[config.mk]
export PLATFORM = sky130hd
export DESIGN_NAME = i2c_rx_byte
export DESIGN_NICKNAME = d
export VERILOG_FILES = /design/src/rtl/i2c_rx_byte.sv
export SDC_FILE = /design/constraint.sdc
export NUM_CORES = 1
export LEC_CHECK = 0
export ABC_CLOCK_PERIOD_IN_PS = 2630
export BUFFER_PORTS_ARGS = -buffer_cell sky130_fd_sc_hd__clkbuf_2
export CAP_MARGIN = 5
export CORE_MARGIN = 3
export CORE_UTILIZATION = 40
export CTS_BUF_LIST = sky130_fd_sc_hd__clkbuf_8
export CTS_CLUSTER_SIZE = 24
export DETAILED_ROUTE_END_ITERATION = 7
export PLACE_DENSITY_LB_ADDON = 0.15
export SLEW_MARGIN = 10
export SYNTH_ARGS = -nofsm -noshare
export SYNTH_HDL_FRONTEND = slang
export SYNTH_SLANG_ARGS = --single-unit
export TNS_END_PERCENT = 20
[constraint.sdc]
create_clock -name clk -period 2.63 [get_ports clk]
set_input_delay 0.263 -clock clk [delete_from_list [all_inputs] [get_ports clk]]
set_output_delay 0.263 -clock clk [all_outputs]
set_load 0.005 [all_outputs]
[src/rtl/i2c_rx_byte.sv]
// i2c_rx_byte
// Receive byte assembler placed after the I2C bit-level reader. Qualified bit
// strobes are shifted MSB-first into bytes. The first byte after a START is
// tagged and compared against the own slave address. Completed bytes are
// queued in a small FIFO with a valid/ready handshake toward the consumer.
//
// Parameters:
//   DEPTH      FIFO entries (power of two, 2..8)
// Ports:
//   clk        system clock, rising edge
//   rst        synchronous active-high reset
//   rd_ld      one-cycle bit strobe from the reader
//   data_i     sampled SDA bit, valid with rd_ld
//   byte_mode  qualifies rd_ld (0 during ACK/NACK bit reads)
//   get_start  START / repeated START detected
//   get_stop   STOP detected
//   own_addr   7-bit slave address to match
//   m_data     FIFO head byte
//   m_first    FIFO head is the first byte after a START
//   m_valid    FIFO non-empty
//   m_ready    consumer accepts the head
//   addr_match one-cycle pulse when the address byte matches own_addr
//   rnw        R/W bit of the last address byte
//   overflow   sticky: a completed byte was dropped on a full FIFO
//   clr_ovf    clears overflow
module i2c_rx_byte #(
    parameter int DEPTH = 2
) (
    input  logic       clk,
    input  logic       rst,
    input  logic       rd_ld,
    input  logic       data_i,
    input  logic       byte_mode,
    input  logic       get_start,
    input  logic       get_stop,
    input  logic [6:0] own_addr,
    output logic [7:0] m_data,
    output logic       m_first,
    output logic       m_valid,
    input  logic       m_ready,
    output logic       addr_match,
    output logic       rnw,
    output logic       overflow,
    input  logic       clr_ovf
);

    localparam int AW = $clog2(DEPTH);
    localparam int CW = AW + 1;

    logic [7:0]    sh_r;
    logic [2:0]    cnt_r;
    logic          first_pend_r;
    logic [8:0]    mem_r [DEPTH];
    logic [AW-1:0] wr_ptr_r;
    logic [AW-1:0] rd_ptr_r;
    logic [CW-1:0] count_r;
    logic          valid_r;
    logic          addr_match_r;
    logic          rnw_r;
    logic          overflow_r;

    logic [7:0]    sh_next_s;
    logic [2:0]    cnt_next_s;
    logic          first_next_s;
    logic [CW-1:0] count_next_s;
    logic          strobe_s;
    logic          done_s;
    logic [7:0]    byte_s;
    logic          pop_s;
    logic          full_s;
    logic          push_ok_s;
    logic          ovf_set_s;

    // START/STOP override any strobe in the same cycle.
    assign strobe_s  = rd_ld && byte_mode && !get_start && !get_stop;
    assign done_s    = strobe_s && (cnt_r == 3'd7);
    assign byte_s    = {sh_r[6:0], data_i};
    assign pop_s     = valid_r && m_ready;
    assign full_s    = (count_r == CW'(DEPTH));
    // A full FIFO still accepts a push when the head leaves at the same edge.
    assign push_ok_s = done_s && (!full_s || pop_s);
    assign ovf_set_s = done_s && full_s && !pop_s;

    // Next-state of the bit assembler; STOP beats START beats strobe.
    always_comb begin
        sh_next_s    = sh_r;
        cnt_next_s   = cnt_r;
        first_next_s = first_pend_r;
        if (get_stop) begin
            sh_next_s    = 8'h00;
            cnt_next_s   = 3'd0;
            first_next_s = 1'b0;
        end else if (get_start) begin
            sh_next_s    = 8'h00;
            cnt_next_s   = 3'd0;
            first_next_s = 1'b1;
        end else if (strobe_s) begin
            sh_next_s  = byte_s;
            cnt_next_s = cnt_r + 3'd1;
            if (cnt_r == 3'd7) begin
                first_next_s = 1'b0;
            end else begin
                first_next_s = first_pend_r;
            end
        end else begin
            sh_next_s    = sh_r;
            cnt_next_s   = cnt_r;
            first_next_s = first_pend_r;
        end
    end

    // Next FIFO occupancy; simultaneous push and pop leave it unchanged.
    always_comb begin
        count_next_s = count_r;
        if (push_ok_s && !pop_s) begin
            count_next_s = count_r + CW'(1);
        end else if (!push_ok_s && pop_s) begin
            count_next_s = count_r - CW'(1);
        end else begin
            count_next_s = count_r;
        end
    end

    // Bit assembler, address match and R/W registers.
    always_ff @(posedge clk) begin
        if (rst) begin
            sh_r         <= 8'h00;
            cnt_r        <= 3'd0;
            first_pend_r <= 1'b0;
            addr_match_r <= 1'b0;
            rnw_r        <= 1'b0;
        end else begin
            sh_r         <= sh_next_s;
            cnt_r        <= cnt_next_s;
            first_pend_r <= first_next_s;
            addr_match_r <= done_s && first_pend_r && (byte_s[7:1] == own_addr);
            if (get_start && !get_stop) begin
                rnw_r <= 1'b0;
            end else if (done_s && first_pend_r) begin
                rnw_r <= byte_s[0];
            end else begin
                rnw_r <= rnw_r;
            end
        end
    end

    // FIFO storage, pointers, occupancy and sticky overflow.
    always_ff @(posedge clk) begin
        if (rst) begin
            for (int i = 0; i < DEPTH; i++) begin
                mem_r[i] <= 9'h000;
            end
            wr_ptr_r   <= '0;
            rd_ptr_r   <= '0;
            count_r    <= '0;
            valid_r    <= 1'b0;
            overflow_r <= 1'b0;
        end else begin
            if (push_ok_s) begin
                mem_r[wr_ptr_r] <= {first_pend_r, byte_s};
                wr_ptr_r        <= wr_ptr_r + AW'(1);
            end
            if (pop_s) begin
                rd_ptr_r <= rd_ptr_r + AW'(1);
            end
            count_r <= count_next_s;
            valid_r <= (count_next_s != '0);
            if (ovf_set_s) begin
                overflow_r <= 1'b1;
            end else if (clr_ovf) begin
                overflow_r <= 1'b0;
            end else begin
                overflow_r <= overflow_r;
            end
        end
    end

    // Head is read through the registered read pointer, so it only moves on a pop.
    assign m_data     = mem_r[rd_ptr_r][7:0];
    assign m_first    = mem_r[rd_ptr_r][8];
    assign m_valid    = valid_r;
    assign addr_match = addr_match_r;
    assign rnw        = rnw_r;
    assign overflow   = overflow_r;

endmodule
==> impl_table.tex, run 1 <==
\begin{tabular}{lr}
\hline
Metric & Value \\
\hline
\multicolumn{2}{l}{\textbf{Logic synthesis}} \\
Top post-synthesis cells by area & sky130\_fd\_sc\_hd\_\_edfxtp\_1 31\%, sky130\_fd\_sc\_hd\_\_dfxtp\_1 23\%, sky130\_fd\_sc\_hd\_\_and2\_1 6.5\% \\
Average cell area after synthesis & 11.20 µm² \\
Post-synthesis cell type with the largest combined area & sky130\_fd\_sc\_hd\_\_edfxtp\_1 \\
Count of warnings emitted by yosys & 0 \\
Area fraction of the dominant cell type after synthesis & between 30\% and 40\% \\
Post-Synthesis Net Count & 173 \\
Yosys cell types & 34 \\
Register bit total from synthesis & 38 \\
Syn Std Cell Area & roughly 0.0017 mm² \\
Syn Inst Count & approximately 150 \\
Sequential element share of the synthesized area & 54.57\% \\
\multicolumn{2}{l}{\textbf{Global route}} \\
Sum of overflow across all layers after global routing & 0 \\
Number of global-route vias before repair & roughly 1200 \\
First-pass GRT wire length & about 5.6 mm \\
GRT Resource Usage Total & 14.06\% \\
Number of antenna violations at the first check in global routing & 0 \\
Maximum number of pins on one net before global-route repair & 16 \\
\multicolumn{2}{l}{\textbf{Floorplanning}} \\
Height of the chip & between 70 and 80 µm \\
Std cell rows & 23 \\
Die Outline Area & a little over 0.005 mm² \\
Initial standard-cell utilization of the core & between 40 and 50\% \\
Boundary pin count & 29 \\
Core ar. & 0.004086 mm² \\
Chip Width & $\sim$72 µm \\
\multicolumn{2}{l}{\textbf{Routing}} \\
Remaining number of nets flagged by the antenna check after routing & 0 \\
Final wirelength & 3.307 mm \\
Mean number of vias per cell & about 5 \\
Count of TritonRoute iterations in the first routing pass & 4 \\
Detailed-route DRC error count & 0 \\
Starting DRT DRC Count & 38 \\
Total number of vias & approximately 1200 \\
Routed WL per cell & approximately 14 µm \\
\multicolumn{2}{l}{\textbf{Worst setup path}} \\
Top fanout value on the critical path & 10 \\
Crit path required time & 2610 ps \\
Critical Path Source Type & flop \\
Worst setup path category & flop to flop \\
Critical Path Sink Type & flop \\
Data arrival time of the critical path & 2110 ps \\
\multicolumn{2}{l}{\textbf{Clock network}} \\
Post-CTS sizing & 0 \\
CTS tree & built \\
Clock Path Buffers & 2 \\
Master cell of the clock root buffer & sky130\_fd\_sc\_hd\_\_clkbuf\_8 \\
Register clock-pin slew on the reported worst setup and hold paths & approximately 70 ps \\
Number of sinks driven by the clock tree & 38 \\
Hold buffer count at cts & 0 \\
Clock buffer count from CTS & 5 \\
Clock latency reported for the late side of the worst-skew pair & about 280 ps \\
Number of H-tree levels & 2 \\
\# Post-CTS Setup Buffers & 0 \\
\multicolumn{2}{l}{\textbf{Status}} \\
Result of the run & completed \\
\multicolumn{2}{l}{\textbf{Power}} \\
Total power & $\sim$1.5 mW \\
Worst IR Drop VDD & 444.0 µV \\
P per Cell Area & about 730 mW/mm² \\
Static power due to leakage & $\sim$0.79 nW \\
\multicolumn{2}{l}{\textbf{Final layout}} \\
Total number of nets in the final design & between 200 and 250 \\
Share of layout cells above drive strength 1 & approximately 28\% \\
Signed area change from the synthesized netlist to the final layout & 18.94\% \\
Core Util, Final & 50.18\% \\
Diode count & 0 \\
\multicolumn{2}{l}{\textbf{Min path}} \\
HP Class & input port to flop \\
\multicolumn{2}{l}{\textbf{Place}} \\
Worst slack at placement & $\sim$520 ps \\
Routability congestion estimate from global placement & between 0.7 and 0.8 \\
HPWL after detailed placement & 2.443 mm \\
Port buffer count & 28 \\
\multicolumn{2}{l}{\textbf{Timing}} \\
Clock period minus worst slack & around 2100 ps \\
Total negative slack & 0 ps \\
Worst Tran Pin Value & around 410 ps \\
Unrepaired setup endpoints after global routing & false \\
Number of failing hold endpoints at the final stage & 0 \\
Skew final & 5.128 ps \\
Count of endpoints failing setup in the final report & 0 \\
Number of pins exceeding their max-slew limit in the final report & 0 \\
Final critical-path setup slack & around 500 ps \\
Maximum clock rate & $\sim$470 MHz \\
Fin Hold WS & 219.0 ps \\
Ratio of final minimum period to clock period & roughly four fifths \\
Worst slew slack as a fraction of its limit & between 70\% and 80\% \\
\multicolumn{2}{l}{\textbf{Run}} \\
Maxcap violations & 0 \\
\hline
\end{tabular}
==> worst max-delay path: stages, from the launching register on <==
cell	delay [ps]
sky130_fd_sc_hd__dfxtp_1	360
sky130_fd_sc_hd__ha_1	160
sky130_fd_sc_hd__ha_1	260
sky130_fd_sc_hd__inv_1	100
sky130_fd_sc_hd__a211o_4	310
sky130_fd_sc_hd__nor3b_4	320
sky130_fd_sc_hd__or2_2	310
==> kinds of logic (layout without fill, tap and decap cells) <==
kind of cell | after synthesis | after routing | share of synthesized area (%)
AND/OR/NAND/NOR | 64 | 64 | 22.14
flip-flops | 38 | 38 | 54.57
AO/OA/AOI/OAI | 20 | 20 | 7.402
XOR/XNOR | 10 | 10 | 5.080
multiplexers | 10 | 10 | 6.459
buffers and inverters | 9 | 40 | 2.177
adder cells (fa/ha/maj) | 3 | 3 | 2.177
==> sequential cells by signal, summed over array words and instances (netlist names), named ones only <==
name,flops
addr_match,1
sh_r,7
rnw,1
wr_ptr_r,1
count_r,2
first_pend_r,1
rd_ptr_r,1
overflow,1
cnt_r,3
m_valid,1
mem_r,18
==> cells in the final DEF, fill, tap and decap left out, drive strengths merged, types with 3 or more instances in the layout <==
cell    instances
clkbuf         34
nand2          21
dfxtp          20
and2           18
edfxtp         18
a21oi          12
mux2            9
xnor2           8
nor2            5
nor3            5
inv             3
nand4           3
ha              3
==> layout make-up <==
type,instances,area (µm²)
inverters,3,11.26
clock buffers,6,82.58
repair buffers,29,147.6
multi-input cells,107,745.7
well taps,50,62.56
flip-flops and latches,38,940.9
clock inverters,2,60.06
fillers,392,2036
==> synth_stat cells <==
cell type and instances:
sky130_fd_sc_hd__nor3b_1 1, sky130_fd_sc_hd__a21o_1 1, sky130_fd_sc_hd__clkbuf_1 3, sky130_fd_sc_hd__nor3_1 4, sky130_fd_sc_hd__or4_1 1, sky130_fd_sc_hd__or2_2 1
sky130_fd_sc_hd__and3_1 1, sky130_fd_sc_hd__nor3_4 1, sky130_fd_sc_hd__nand4_1 3, sky130_fd_sc_hd__mux2i_1 1, sky130_fd_sc_hd__nor2b_1 1, sky130_fd_sc_hd__dfxtp_1 20
sky130_fd_sc_hd__o211a_1 1, sky130_fd_sc_hd__nand4bb_4 1, sky130_fd_sc_hd__mux2_2 9, sky130_fd_sc_hd__and4bb_2 1, sky130_fd_sc_hd__nand2_1 21, sky130_fd_sc_hd__nand2b_1 2
sky130_fd_sc_hd__a21oi_1 12, sky130_fd_sc_hd__buf_2 3, sky130_fd_sc_hd__o21ai_0 2, sky130_fd_sc_hd__nand3_1 1, sky130_fd_sc_hd__edfxtp_1 18, sky130_fd_sc_hd__and2_1 18
sky130_fd_sc_hd__inv_1 3, sky130_fd_sc_hd__or3_1 1, sky130_fd_sc_hd__nor2_1 5, sky130_fd_sc_hd__o31ai_1 1, sky130_fd_sc_hd__a211o_4 1, sky130_fd_sc_hd__ha_1 3
sky130_fd_sc_hd__xor2_1 2, sky130_fd_sc_hd__nor3b_4 1, sky130_fd_sc_hd__xnor2_1 8, sky130_fd_sc_hd__o211ai_1 2
==> worst paths after layout <==
check,slack [ps],startpoint,cells after the start,endpoint
max,500,cnt_r[0]$_SDFFE_PP0P_,6,mem_r[1][0]$_SDFFCE_PN0P_
min,220,get_stop,2,first_pend_r$_SDFFE_PP0P_
max reg2reg,500,cnt_r[0]$_SDFFE_PP0P_,6,mem_r[1][0]$_SDFFCE_PN0P_
min reg2reg,470,overflow$_SDFFE_PP0P_,2,overflow$_SDFFE_PP0P_
==> per-stage QoR <==
step           instances  cell area (µm²)
4_1_cts              235             2051
3_3_place_gp         227             1908
6_report             235             2051
2_1_floorplan        154             1724
3_5_place_dp         227             1908
5_1_grt              235             2051
==> power breakdown <==
group	internal (mW)	switching, mW
Clock	0.404	0.199
Combinational	0.107	0.0960
Sequential	0.655	0.0310
==> per-layer routing <==
metal	part of all wire [%]	track usage, %
met1	45	17.38
met2	49	22.96
met3	4.4	4.628
met4	1.9	5.010
met5	0	0
Power figures use the tool's default switching activity.
==> run 2, diff against run 1 <==
--- a/config.mk
+++ b/config.mk
@@ -5,7 +5,7 @@
 export SDC_FILE = /design/constraint.sdc
 export NUM_CORES = 1
 export LEC_CHECK = 0
-export ABC_CLOCK_PERIOD_IN_PS = 2630
+export ABC_CLOCK_PERIOD_IN_PS = 1800
 export BUFFER_PORTS_ARGS = -buffer_cell sky130_fd_sc_hd__clkbuf_2
 export CAP_MARGIN = 5
 export CORE_MARGIN = 3
==> constraint.sdc (replaced) <==
create_clock -name clk -period 1.8 [get_ports clk]
set_input_delay 0.18 -clock clk [delete_from_list [all_inputs] [get_ports clk]]
set_output_delay 0.18 -clock clk [all_outputs]
set_load 0.005 [all_outputs]
==> run 2 against run 1 <==
Highest routed layer unchanged; wire length increased by 3.3%; sequential share of layout area fell by 0.68 points; utilization increased by 0.89 points; critical path type unchanged; total power grew 24%; combinational power up 52%.
==> impl_table.tex, run 2 (synthesis results as in run 1) <==
\begin{tabular}{lr}
\hline
Metric & Value \\
\hline
\multicolumn{2}{l}{\textbf{Final layout}} \\
Footprint of the multi-input gates & 785.8 µm² (+5.4\%) \\
Register containing the most flip-flops in the final layout & mem\_r \\
Flip-flop count of the largest register after layout & 18 (unchanged) \\
Most common cell after layout, fill and taps aside & sky130\_fd\_sc\_hd\_\_clkbuf\_2 \\
Share of layout cells above drive strength 1 & 32.98\% (+4.9 points) \\
Fill cell count & 400 (+2.0\%) \\
Most frequent cells in the layout & 28 x sky130\_fd\_sc\_hd\_\_clkbuf\_2, 21 x sky130\_fd\_sc\_hd\_\_nand2\_1, 18 x sky130\_fd\_sc\_hd\_\_and2\_1, 18 x sky130\_fd\_sc\_hd\_\_dfxtp\_1, 18 x sky130\_fd\_sc\_hd\_\_edfxtp\_1 \\
Total number of nets in the final design & 210 (+3.4\%) \\
Diode count & 0 (unchanged) \\
Signed area change from the synthesized netlist to the final layout & 21.04\% \\
Core Util, Final & 51.07\% (+0.89 points) \\
Largest registers in the final layout & mem\_r (18), sh\_r (7), cnt\_r (3) \\
Reg area & 943.4 µm² (+0.27\%) \\
\multicolumn{2}{l}{\textbf{Worst setup path}} \\
Critical-path cell list & ha\_4, ha\_4, inv\_1, a211o\_4, nor3b\_4, or2\_4 \\
Crit path largest cell delay & 350 ps (about the same) \\
Top fanout value on the critical path & 5 (-5) \\
Data arrival time of the critical path & 1740 ps (-370 ps) \\
Critical Path Source Type & flop \\
CP max stage cell & sky130\_fd\_sc\_hd\_\_dfxtp\_2 \\
Crit path required time & 1800 ps (-810 ps) \\
Critical Path Sink Type & flop \\
Worst setup path category & flop to flop \\
Cell seen most often among critical-path stages & sky130\_fd\_sc\_hd\_\_ha\_4 \\
Worst Reg2Reg Path Length in Cells & 6 (unchanged) \\
\multicolumn{2}{l}{\textbf{Routing}} \\
Starting DRT DRC Count & 79 (+110\%) \\
Count of TritonRoute iterations in the first routing pass & 4 (unchanged) \\
Final wirelength & 3.416 mm (+3.3\%) \\
Routed WL per cell & 14.17 µm (+0.72\%) \\
Mean number of vias per cell & 4.967 (-0.32\%) \\
Remaining number of nets flagged by the antenna check after routing & 0 (unchanged) \\
Detailed-route DRC error count & 0 (unchanged) \\
Total number of vias & 1197 (+2.2\%) \\
\multicolumn{2}{l}{\textbf{Power}} \\
Static power due to leakage & 0.7969 nW (+0.95\%) \\
Reg power frac & 53.9\% (+7.9 points) \\
Worst IR Drop VDD & 561.0 µV (+26\%) \\
Proportion of total power due to net switching & 25.43\% (+3.6 points) \\
Net switching power figure & 472.4 µW (+45\%) \\
P per Cell Area & 890.3 mW/mm² (+22\%) \\
Int Power & 1.386 mW (+19\%) \\
Part of the power in combinational logic & 16.7\% (+3.1 points) \\
Power share of the clock group & 29.4\% (-11 points) \\
\multicolumn{2}{l}{\textbf{Place}} \\
Port buffer count & 28 (unchanged) \\
HPWL after detailed placement & 2.442 mm (about the same) \\
Routability congestion estimate from global placement & 0.7765 (-2.3\%) \\
\multicolumn{2}{l}{\textbf{Clock network}} \\
Number of H-tree levels & 2 (unchanged) \\
Number of sinks driven by the clock tree & 38 (unchanged) \\
Clock buffer count from CTS & 5 (unchanged) \\
CTS tree & built \\
Clock Path Buffers & 2 (unchanged) \\
Register clock-pin slew on the reported worst setup and hold paths & 70 ps (about the same) \\
Clock latency reported for the late side of the worst-skew pair & 280 ps (about the same) \\
Hold buffer count at cts & 0 (unchanged) \\
Master cell of the clock root buffer & sky130\_fd\_sc\_hd\_\_clkbuf\_8 \\
\multicolumn{2}{l}{\textbf{Global route}} \\
Number of antenna violations at the first check in global routing & 0 (unchanged) \\
First-pass GRT wire length & 5.789 mm (+3.8\%) \\
Sum of overflow across all layers after global routing & 0 (unchanged) \\
Number of global-route vias before repair & 1253 (+8.5\%) \\
GRT Resource Usage Total & 14.79\% (+0.73 points) \\
Maximum number of pins on one net before global-route repair & 16 (unchanged) \\
\multicolumn{2}{l}{\textbf{Timing}} \\
Number of pins exceeding their max-slew limit in the final report & 0 (unchanged) \\
Worst slew slack as a fraction of its limit & 72.20\% (-0.54 points) \\
Maximum clock rate & 574.7 MHz (+22\%) \\
Skew final & 6.383 ps (+1.255 ps) \\
Worst Tran Pin Value & 416.4 ps (+8.151 ps) \\
Count of endpoints failing setup in the final report & 0 (unchanged) \\
Ratio of final minimum period to clock period & 96.66\% (+16 points) \\
Number of failing hold endpoints at the final stage & 0 (unchanged) \\
Clock period minus worst slack & 1740 ps (-387.0 ps) \\
Fin Hold WS & 117.8 ps (-101.2 ps) \\
\multicolumn{2}{l}{\textbf{Min path}} \\
WHS Path Cells & 2 (unchanged) \\
HP Class & input port to flop \\
\multicolumn{2}{l}{\textbf{Floorplanning}} \\
Chip Width & 71.66 µm (unchanged) \\
Height of the chip & 71.66 µm (unchanged) \\
Die Outline Area & 0.005134 mm² (unchanged) \\
Initial standard-cell utilization of the core & 42.19\% (unchanged) \\
Core ar. & 0.004086 mm² (unchanged) \\
Boundary pin count & 29 (unchanged) \\
Std cell rows & 23 (unchanged) \\
\multicolumn{2}{l}{\textbf{Run}} \\
Maxcap violations & 0 (unchanged) \\
\multicolumn{2}{l}{\textbf{Status}} \\
Result of the run & completed \\
\hline
\end{tabular}
## run 2: cell types whose count changed in the layout (fill, tap and decap cells not counted), sizes merged
cell and change:
clkinv +2, buf +6, clkbuf -1, bufinv -2, or2 +1
## run 2: stage by stage
stage | cells | area (µm²) | setup slack (ps) | power [mW] | TNS [ps]
2_1_floorplan | 154 | 1728 | -95.90 | 1.218 | -863.1
3_3_place_gp | 231 | 1954 | 33.99 | 1.317 | 0
3_5_place_dp | 231 | 1954 | -52.09 | 1.332 | -467.1
4_1_cts | 238 | 2036 | 14.90 | 1.883 | 0
5_1_grt | 241 | 2087 | -0.3219 | 1.968 | -0.6128
6_report | 241 | 2087 | 60.08 | 1.858 | 0
## run 2: final cells by class
type,count,share of cell area [%]
clock buffer,5,3.297
sequential,38,45.20
multi-input combinational,108,37.65
tap,50,2.998
inverter,3,0.5396
timing repair buffer,35,9.832
clock inverter,2,0.4796
## run 2: power groups by stage
stage	combinational (mW)	sequential, mW	clock [mW]
2_1_floorplan	0.219	0.998	0
3_3_place_gp	0.299	1.02	0
3_5_place_dp	0.309	1.02	0
4_1_cts	0.313	1.00	0.566
5_1_grt	0.346	1.01	0.611
6_report	0.309	1.00	0.546
## run 2: final timing paths
check	slack [ps]	from	to
worst min register to register	470	overflow$_SDFFE_PP0P_	overflow$_SDFFE_PP0P_
worst max-delay path	60	cnt_r[0]$_SDFFE_PP0P_	mem_r[1][6]$_SDFFCE_PN0P_
worst max register to register	60	cnt_r[0]$_SDFFE_PP0P_	mem_r[1][6]$_SDFFCE_PN0P_
worst min-delay path	120	get_stop	first_pend_r$_SDFFE_PP0P_
## run 2: critical path, delay by kind of cell (launching register included)
kind	cells	cell delay (ps)
AND/OR/NAND/NOR	2	450
AO/OA/AOI/OAI	1	350
buffers and inverters	1	50
flip-flops	1	350
adder cells (fa/ha/maj)	2	260
## run 2: metal layers
layer | up-vias | wire length (µm) | GRT usage, %
met5 | - | 0 | 0
met4 | 0 | 69 | 6.263
met3 | 8 | 105 | 4.348
met2 | 17 | 1712 | 25.10
met1 | 561 | 1529 | 17.36
li1 | 611 | - | -
## run 2: timing repair
action                                  CTS  global route
buffers inserted                          0             2
gates cloned                              0             1
endpoints found under the hold margin     0             0
pin swaps                                 0             3
endpoints found under the setup margin    9             9
gates resized for setup                   1             7
